--- src/rtl/si_ifu_pkg.sv ---
// si_ifu_pkg: shared definitions for the instruction fetch unit.
//   PC_START_DEFAULT : reset PC used when the top is not overridden.
//   FIFO_DEPTH       : instruction queue depth (fixed at 2).
//   state_t          : fetch FSM encoding (IDLE / WAIT / WAIT_KILL).
package si_ifu_pkg;

   localparam logic [31:0] PC_START_DEFAULT = 32'h8000_0000;
   localparam int unsigned FIFO_DEPTH       = 2;

   typedef enum logic [1:0] {
      ST_IDLE      = 2'd0,  // no outstanding request
      ST_WAIT      = 2'd1,  // outstanding request, response will be kept
      ST_WAIT_KILL = 2'd2   // outstanding request, response will be dropped
   } state_t;

endpackage

--- src/rtl/si_ifu_fifo.sv ---
// si_ifu_fifo: 2-entry synchronous FIFO holding {pc, inst} records.
// Ports:
//   clk, rst : clock, asynchronous active-high reset
//   push     : write din at the tail
//   pop      : drop the head entry
//   flush    : empty the queue (overrides push/pop)
//   din      : entry to write
//   count    : number of valid entries (0..2)
//   head     : current head entry (meaningless when count == 0)
module si_ifu_fifo
   import si_ifu_pkg::*;
#(
   parameter int unsigned WIDTH = 64
) (
   input  logic             clk,
   input  logic             rst,
   input  logic             push,
   input  logic             pop,
   input  logic             flush,
   input  logic [WIDTH-1:0] din,
   output logic [1:0]       count,
   output logic [WIDTH-1:0] head
);

   logic [WIDTH-1:0] mem [FIFO_DEPTH];
   logic             wr_ptr;
   logic             rd_ptr;
   logic [1:0]       cnt;

   always_ff @(posedge clk or posedge rst) begin
      if (rst) begin
         mem[0] <= '0;
         mem[1] <= '0;
         wr_ptr <= 1'b0;
         rd_ptr <= 1'b0;
         cnt    <= '0;
      end else if (flush) begin
         wr_ptr <= 1'b0;
         rd_ptr <= 1'b0;
         cnt    <= '0;
      end else begin
         if (push) begin
            mem[wr_ptr] <= din;
            wr_ptr      <= ~wr_ptr;
         end
         if (pop) begin
            rd_ptr <= ~rd_ptr;
         end
         case ({push, pop})
            2'b10:   cnt <= cnt + 2'd1;
            2'b01:   cnt <= cnt - 2'd1;
            default: cnt <= cnt;
         endcase
      end
   end

   assign count = cnt;
   assign head  = mem[rd_ptr];

endmodule

--- src/rtl/si_ifu.sv ---
// si_ifu: single-issue instruction fetch unit.
// Owns the PC, issues word fetches (at most one outstanding) and buffers
// returned instructions in a 2-entry queue toward decode. A redirect from
// the ALU flushes the queue, reloads the PC and kills any in-flight fetch.
// Ports:
//   clk, rst        : clock, asynchronous active-high reset
//   redirect_en_i   : redirect request (taken branch / jump)
//   redirect_pc_i   : redirect target (low 2 bits ignored)
//   imem_req_o      : fetch request valid
//   imem_addr_o     : fetch address (current PC)
//   imem_gnt_i      : memory accepts the request this cycle
//   imem_rvalid_i   : read data valid
//   imem_rdata_i    : returned instruction
//   inst_valid_o    : queue head valid toward decode
//   inst_ready_i    : decode accepts the head
//   inst_o          : head instruction
//   inst_pc_o       : PC of the head instruction
module si_ifu
   import si_ifu_pkg::*;
#(
   parameter int unsigned         INST_DW  = 32,
   parameter int unsigned         INST_AW  = 32,
   parameter logic [INST_AW-1:0]  PC_START = PC_START_DEFAULT
) (
   input  logic               clk,
   input  logic               rst,
   input  logic               redirect_en_i,
   input  logic [INST_AW-1:0] redirect_pc_i,
   output logic               imem_req_o,
   output logic [INST_AW-1:0] imem_addr_o,
   input  logic               imem_gnt_i,
   input  logic               imem_rvalid_i,
   input  logic [INST_DW-1:0] imem_rdata_i,
   output logic               inst_valid_o,
   input  logic               inst_ready_i,
   output logic [INST_DW-1:0] inst_o,
   output logic [INST_AW-1:0] inst_pc_o
);

   localparam logic [INST_AW-1:0] WORD_MASK = {{(INST_AW-2){1'b1}}, 2'b00};
   localparam logic [INST_AW-1:0] PC_STEP   = {{(INST_AW-3){1'b0}}, 3'b100};

   state_t                      state_q;
   logic [INST_AW-1:0]          pc_q;
   logic [INST_AW-1:0]          req_pc_q;
   logic [1:0]                  count;
   logic [INST_AW+INST_DW-1:0]  head;
   logic                        issue;
   logic                        push;
   logic                        pop;
   logic [INST_AW-1:0]          redirect_target;

   assign redirect_target = redirect_pc_i & WORD_MASK;

   assign imem_req_o   = !rst && !redirect_en_i && (state_q == ST_IDLE) &&
                         (count < 2'(FIFO_DEPTH));
   assign imem_addr_o  = pc_q;
   assign issue        = imem_req_o && imem_gnt_i;

   assign inst_valid_o = (count != 2'd0) && !redirect_en_i;
   assign pop          = inst_valid_o && inst_ready_i;
   // Only a kept response is queued; redirect drops a same-cycle response.
   assign push         = (state_q == ST_WAIT) && imem_rvalid_i && !redirect_en_i;

   assign inst_pc_o    = head[INST_AW+INST_DW-1:INST_DW];
   assign inst_o       = head[INST_DW-1:0];

   always_ff @(posedge clk or posedge rst) begin
      if (rst) begin
         state_q  <= ST_IDLE;
         pc_q     <= PC_START;
         req_pc_q <= '0;
      end else if (redirect_en_i) begin
         pc_q <= redirect_target;
         // A fetch still in flight must be swallowed when it returns;
         // one returning right now is simply discarded.
         if ((state_q != ST_IDLE) && !imem_rvalid_i) begin
            state_q <= ST_WAIT_KILL;
         end else begin
            state_q <= ST_IDLE;
         end
      end else begin
         case (state_q)
            ST_IDLE: begin
               if (issue) begin
                  req_pc_q <= pc_q;
                  pc_q     <= pc_q + PC_STEP;
                  state_q  <= ST_WAIT;
               end
            end
            ST_WAIT, ST_WAIT_KILL: begin
               if (imem_rvalid_i) begin
                  state_q <= ST_IDLE;
               end
            end
            default: state_q <= ST_IDLE;
         endcase
      end
   end

   si_ifu_fifo #(
      .WIDTH(INST_AW + INST_DW)
   ) u_fifo (
      .clk   (clk),
      .rst   (rst),
      .push  (push),
      .pop   (pop),
      .flush (redirect_en_i),
      .din   ({req_pc_q, imem_rdata_i}),
      .count (count),
      .head  (head)
   );

endmodule

--- config.mk ---
export PLATFORM = sky130hd
export DESIGN_NAME = si_ifu
export DESIGN_NICKNAME = d
export VERILOG_FILES = /design/src/rtl/si_ifu_pkg.sv /design/src/rtl/si_ifu_fifo.sv /design/src/rtl/si_ifu.sv
export SDC_FILE = /design/constraint.sdc
export NUM_CORES = 1
export LEC_CHECK = 0
export ABC_CLOCK_PERIOD_IN_PS = 14400
export CORE_AREA = 3 3 143 145
export DETAILED_ROUTE_END_ITERATION = 16
export DIE_AREA = 0 0 146 148
export PLACE_DENSITY = 0.67
export SLEW_MARGIN = 20
export SYNTH_ARGS = -nofsm -noshare
export SYNTH_HDL_FRONTEND = slang
export SYNTH_SLANG_ARGS = --single-unit
export TNS_END_PERCENT = 30
--- constraint.sdc ---
create_clock -name clk -period 14.4 [get_ports clk]
set_input_delay 2.88 -clock clk [delete_from_list [all_inputs] [get_ports clk]]
set_output_delay 2.88 -clock clk [all_outputs]
set_load 0.02 [all_outputs]
======== Word-level counts from Yosys, hierarchy flattened ========
Cells that the tools add are included.
storage, ports and cells
  latch bits .............................. 0
  logic and storage cells ................. 72
  ROM bits ................................ 0
  memory bits (writable) .................. 0
  output and inout bits ................... 98
  flip-flop bits (word level) ............. 198
  memories ................................ 0
operators by class
  multipliers ............................. 0
  div/mod/pow operators ................... 0
  bitwise gates (word level) .............. 5
  eq/ne operators ......................... 6
  multiplexer cells ....................... 20
  $lt $le $gt $ge ......................... 4
  reductions and logical operators ........ 26
  add/sub/neg operators ................... 3
  shift operators ......................... 0
operator list
  kind                                                                           count
  64-bit 2-to-1 mux                                                              4
  128-bit bitwise mux                                                            1
  32-bit 2-to-1 mux                                                              3
  64-bit demux with 1-bit select                                                 1
  32-bit by 3-bit adder with 32-bit output (second input constant)               1
  2-bit nonzero test                                                             6
  1-bit logical AND                                                              10
  2-bit 2-to-1 mux                                                               5
  2-bit one-hot mux with 2 select lines                                          2
  3-bit inequality test (second input constant)                                  2
  2-bit AND reduction                                                            3
  2-bit by 1-bit equality test with 1-bit output (second input constant)         2
  2-bit equality test (second input constant)                                    2
  2-bit >= comparator (second input constant)                                    2
  1-bit 2-to-1 mux                                                               4
  1-bit NOT with 2-bit output                                                    2
  1-bit logical NOT                                                              3
  1-bit NOT                                                                      3
  3-bit AND reduction                                                            1
  3-bit nonzero test                                                             1
  2-bit by 1-bit adder with 2-bit output (second input constant)                 1
  2-bit logical NOT                                                              1
  2-bit by 1-bit less-than comparator with 1-bit output (second input constant)  1
  2-bit less-than comparator (second input constant)                             1
  other kinds (2)                                                                2

======== Depth between registers and ports, before layout ========
  word-level depth ........................ 8
  gate-level depth with buffers ........... 9
  gate-level depth less buffers ........... 7

======== Cells and area by module ========
Synthesis repeated with hierarchy kept, for this count alone.
unflattened totals
  cell total of the unflattened synthesis .. 708
  area, all modules ....................... 9,102.5 µm²
by module, submodules not included
  module       cells each  sequential area each (µm²)  times used  area each (µm²)
  si_ifu_fifo  360         3,303.2                     1           6,037.0
  si_ifu       348         1,552.7                     1           3,065.4

======== Least setup slack after synthesis ========
OpenSTA, ideal clock, no wires.
  path type ............................... input to output
  start point ............................. input redirect_en_i
  end point ............................... output inst_valid_o
  buffers on the path ..................... 3
  data arrival time ....................... 3.714 ns
  cell stages on the path ................. 4
  data required time ...................... 11.520 ns
  path slack .............................. 7.806 ns
  path through ............................ buf_6 clkbuf_1 clkbuf_1 nor2_1
on the way
  longest elaborated chain between the ends .. 2
RTL lines
  element            RTL line      source
  from (decl)        si_ifu.sv:27  input logic redirect_en_i,
  1-bit logical NOT  si_ifu.sv:60  assign inst_valid_o = (count != 2'd0) && !redirect_en_i;
  1-bit logical AND  si_ifu.sv:60
  to (decl)          si_ifu.sv:34  output logic inst_valid_o,
No other way between the ends.

======== Worst setup path after layout ========
  start point ............................. input redirect_en_i
  end point ............................... output imem_req_o
on the way
  longest elaborated chain between the ends .. 4
RTL lines
  element                         RTL line      source
  1-bit logical NOT               si_ifu.sv:55  assign imem_req_o = !rst && !redirect_en_i && (state_q == ST_IDLE) &&
  1-bit logical AND (3 in a row)  si_ifu.sv:55
  to (decl)                       si_ifu.sv:29  output logic imem_req_o,
No other way between the ends.

==> run_results.csv <==
group,metric,value,unit
status,status,"complete, no violations",
layout,regArea,4760,sq um
synth,synth_ff_type,"dfrtp_1",
layout,nNetsFinal,918,
power,p_leak,4.99,nW
timing,slew_violations,0,
layout,drive_above_1_share,0.280,
flow_run,max_cap_violations,0,
clocking,clk_pin_slew,60,ps
placed_design,place_area,10400,sq um
min_path,worst_hold_path_type,"reg2reg",
global_route,first_global_vias,6455,
clocking,post-cts-setup-buffers,0,
clocking,postCtsHoldBufs,0,
timing,period_minus_slack,7610,ps
global_route,grt_max_degree,100,
placed_design,dp.cells,1091,
timing,rsz0062_at_grt,"false",
placed_design,place.gp.congestion,0.828,
floorplanning,pin_count,168,
placed_design,io_buffers,161,
floorplanning,die_area,21600,sq um
timing,setup_violations,0,
power,clkPwrFrac,0.271,
timing,tightest_slew,1080,ps
timing,fmax,0.131,GHz
power,p_int,0.00110,W
synth,yosys.cell_types.count,58,
critical_path,worst-path-buf-inv,3,
layout,area_delta_synth_final,27.1,%
timing,slew_headroom,0.278,
power,pwr-share-seq,0.441,
power,combPwrFrac,0.288,
clocking,clockBufferDepth,2,
floorplanning,die_w,146,um
placed_design,dpl.hpwl,13.5,mm
timing,fin_tns_setup,0,ps
critical_path,critical_path.cell_chain,"clkdlybuf4s50_1 -> buf_4 -> nor4b_4 -> clkdlybuf4s50_1",
route,drt_wl_total,20.5,mm
power,swShare,0.302,
synth,synthesis.area,8610,sq um
critical_path,critPathCaptureType,"output port",
layout,antennaDiodeCount,0,
critical_path,crit_family,"buffers and inverters",
timing,fin_worst_skew,10.2,ps
floorplanning,initial_core_util,0.445,
layout,multi_input_area,3640,sq um
route,routed_via_density,5.35,
placed_design,dp_slack,6770,ps
global_route,grt-ovfl-total,0,
clocking,clockRootBuffer,"clkbuf_16",
timing,fin_crit_sh,0.529,
floorplanning,fp-row-count,51,
power,switchingPower,0.000475,W
synth,synthArstFlopShare,1.00,
synth,syn_area_per_cell,12.3,sq um
global_route,track_usage,0.194,
synth,synth_edf_count,0,
layout,nFillCells,1606,
critical_path,start_kind,"primary input",
synth,synth_warnings,0,
clocking,h-tree-depth,4,
floorplanning,die_y,148,um
route,ant_nets,0,
route,drtIter0Drc,324,
power,powerDensity,144,nW/um^2
global_route,grt_antenna_before_repair,1,
clocking,clock_sinks,190,
power,ir_drop,0.0878,mV
critical_path,crit_arrival,4730,ps
global_route,grt_pass1_wl,33.6,mm
route,wl_per_cell,18.3,um
timing,worst_slack,6790,ps
floorplanning,core_area,19300,sq um
synth,synth_seq_cells,190,
clocking,insertion_delay,430,ps
synth,seq_area_frac_synth,0.553,
critical_path,required,11520,ps
synth,syn_inst,700,
critical_path,cpPeakStageDelay,690,ps
timing,finalHoldViolCount,0,
clocking,cts-resized-gates,0,
critical_path,cp_max_fo,44,
critical_path,worst_path_max_delay_cell,"clkdlybuf4s50_1",
layout,final_cell_count_no_fill,1120,
clocking,tritoncts,"done",
layout,fin_area,10900,sq um
clocking,cts_buffers,17,
route,vias,5995,
route,dr.pass1.iters,5,
critical_path,path_class,"in2out",
critical_path,critPathMostFrequentCell,"clkdlybuf4s50_1",
route,drc,0,
-- registers in the layout (all words and copies together), names as in the netlist --
name / flops
req_pc_q: 30
u_fifo.rd_ptr: 1
imem_addr_o: 30
u_fifo.wr_ptr: 1
u_fifo.mem: 124
state_q: 2
u_fifo.count: 2
-- power groups by stage --
stage | logic (W) | registers (W) | clock network (W)
final | 0.000453 | 0.000694 | 0.000426
after global routing | 0.000485 | 0.000707 | 0.000463
after CTS | 0.000459 | 0.000693 | 0.000441
after detailed placement | 0.000456 | 0.000703 | 0
after global placement | 0.000448 | 0.000693 | 0
after floorplan | 0.000258 | 0.000691 | 0
-- layout by cell type (no fill, tap or decap), types with 2 or more instances in the layout --
cell | netlist | final
ha_1 | 3 | 3
o311ai_0 | 3 | 3
o211ai_1 | 4 | 4
mux2i_1 | 2 | 2
o221a_2 | 3 | 3
xor2_1 | 10 | 10
a221o_1 | 2 | 2
mux2_2 | 187 | 187
nand2_1 | 124 | 123
nand3_1 | 10 | 10
nor2b_1 | 2 | 2
clkinv_4 | 0 | 3
o31ai_1 | 2 | 2
a311oi_1 | 2 | 2
or3_1 | 3 | 3
inv_6 | 0 | 3
nor4_1 | 3 | 3
a22o_1 | 2 | 2
nand4_1 | 15 | 15
clkbuf_16 | 0 | 17
inv_1 | 4 | 3
conb_1 | 1 | 4
dfrtp_1 | 189 | 188
xnor2_1 | 2 | 2
and3_1 | 5 | 5
clkinvlp_4 | 0 | 4
a311o_1 | 2 | 2
clkdlybuf4s50_1 | 0 | 161
nor3_1 | 6 | 6
and2_1 | 2 | 2
nor2_1 | 22 | 22
buf_4 | 6 | 5
a21oi_1 | 5 | 5
o21ai_0 | 15 | 15
-- cell type report --
type                       instances  share of cell area
clock buffer                      18              0.0402
timing repair buffer             167               0.152
multi-input combinational        464               0.332
inverter                           5             0.00240
sequential                       190               0.435
tap                              265              0.0303
clock inverter                    11             0.00801
-- per-layer routing --
metal,routed length (um),vias to the layer above,GRT usage
met5,9,-,0
li1,-,2752,-
met1,9130,3043,0.256
met4,199,2,0.0546
met2,9970,181,0.322
met3,1150,17,0.0457
-- final timing paths --
path                               start              end  slack (ps)  cells after the start
setup / recovery           redirect_en_i       imem_req_o        6790                      4
hold / removal              req_pc_q[14]     req_pc_q[14]         500                      2
setup reg to reg              state_q[1]   imem_addr_o[9]       11590                      7
hold reg to reg             req_pc_q[14]     req_pc_q[14]         500                      2
max in group asynchronous            rst    u_fifo.rd_ptr       10060                      3
min in group asynchronous            rst  imem_addr_o[28]        3070                      2
-- per-stage QoR --
stage / hold WS [ps] / utilization / total power, W
after global placement: 476 / 0.538 / 0.00114
after floorplan: 458 / - / 0.000949
after global routing: 512 / 0.566 / 0.00166
after detailed placement: 481 / 0.538 / 0.00116
after CTS: 497 / 0.566 / 0.00159
final: 498 / 0.566 / 0.00157
-- synthesized netlist by cell type (3+ instances only) --
library cell	instances	area [sq um]
dfrtp_1	189	4730
mux2_2	187	2110
nand2_1	124	465
nor2_1	22	82.6
clkbuf_1	20	75.1
buf_2	17	85.1
nand4_1	15	93.8
o21ai_0	15	75.1
nand3_1	10	50.1
xor2_1	10	87.6
buf_4	6	45.0
nor3_1	6	30.0
a21oi_1	5	25.0
and3_1	5	31.3
inv_1	4	15.0
o211ai_1	4	30.0
ha_1	3	37.5
nor4_1	3	18.8
o221a_2	3	33.8
o311ai_0	3	26.3
or3_1	3	18.8
-- logic make-up (layout without fill, tap and decap cells) --
logic type | Yosys count | after routing | synth area share
AND/OR/NAND/NOR | 203 | 203 | 0.112
flip-flops | 190 | 190 | 0.553
multiplexers | 189 | 189 | 0.247
AO/OA/AOI/OAI | 53 | 53 | 0.0443
buffers and inverters | 49 | 201 | 0.0273
XOR/XNOR | 12 | 12 | 0.0122
adder cells (fa/ha/maj) | 3 | 3 | 0.00436
other | 1 | 4 | 0.000436
-- tightest hold or removal path, stage by stage (launching register included) --
cell	delay (ps)
dfrtp_1	360
nand2_1	60
nand2_1	60
(Power assumes the default switching activity.)
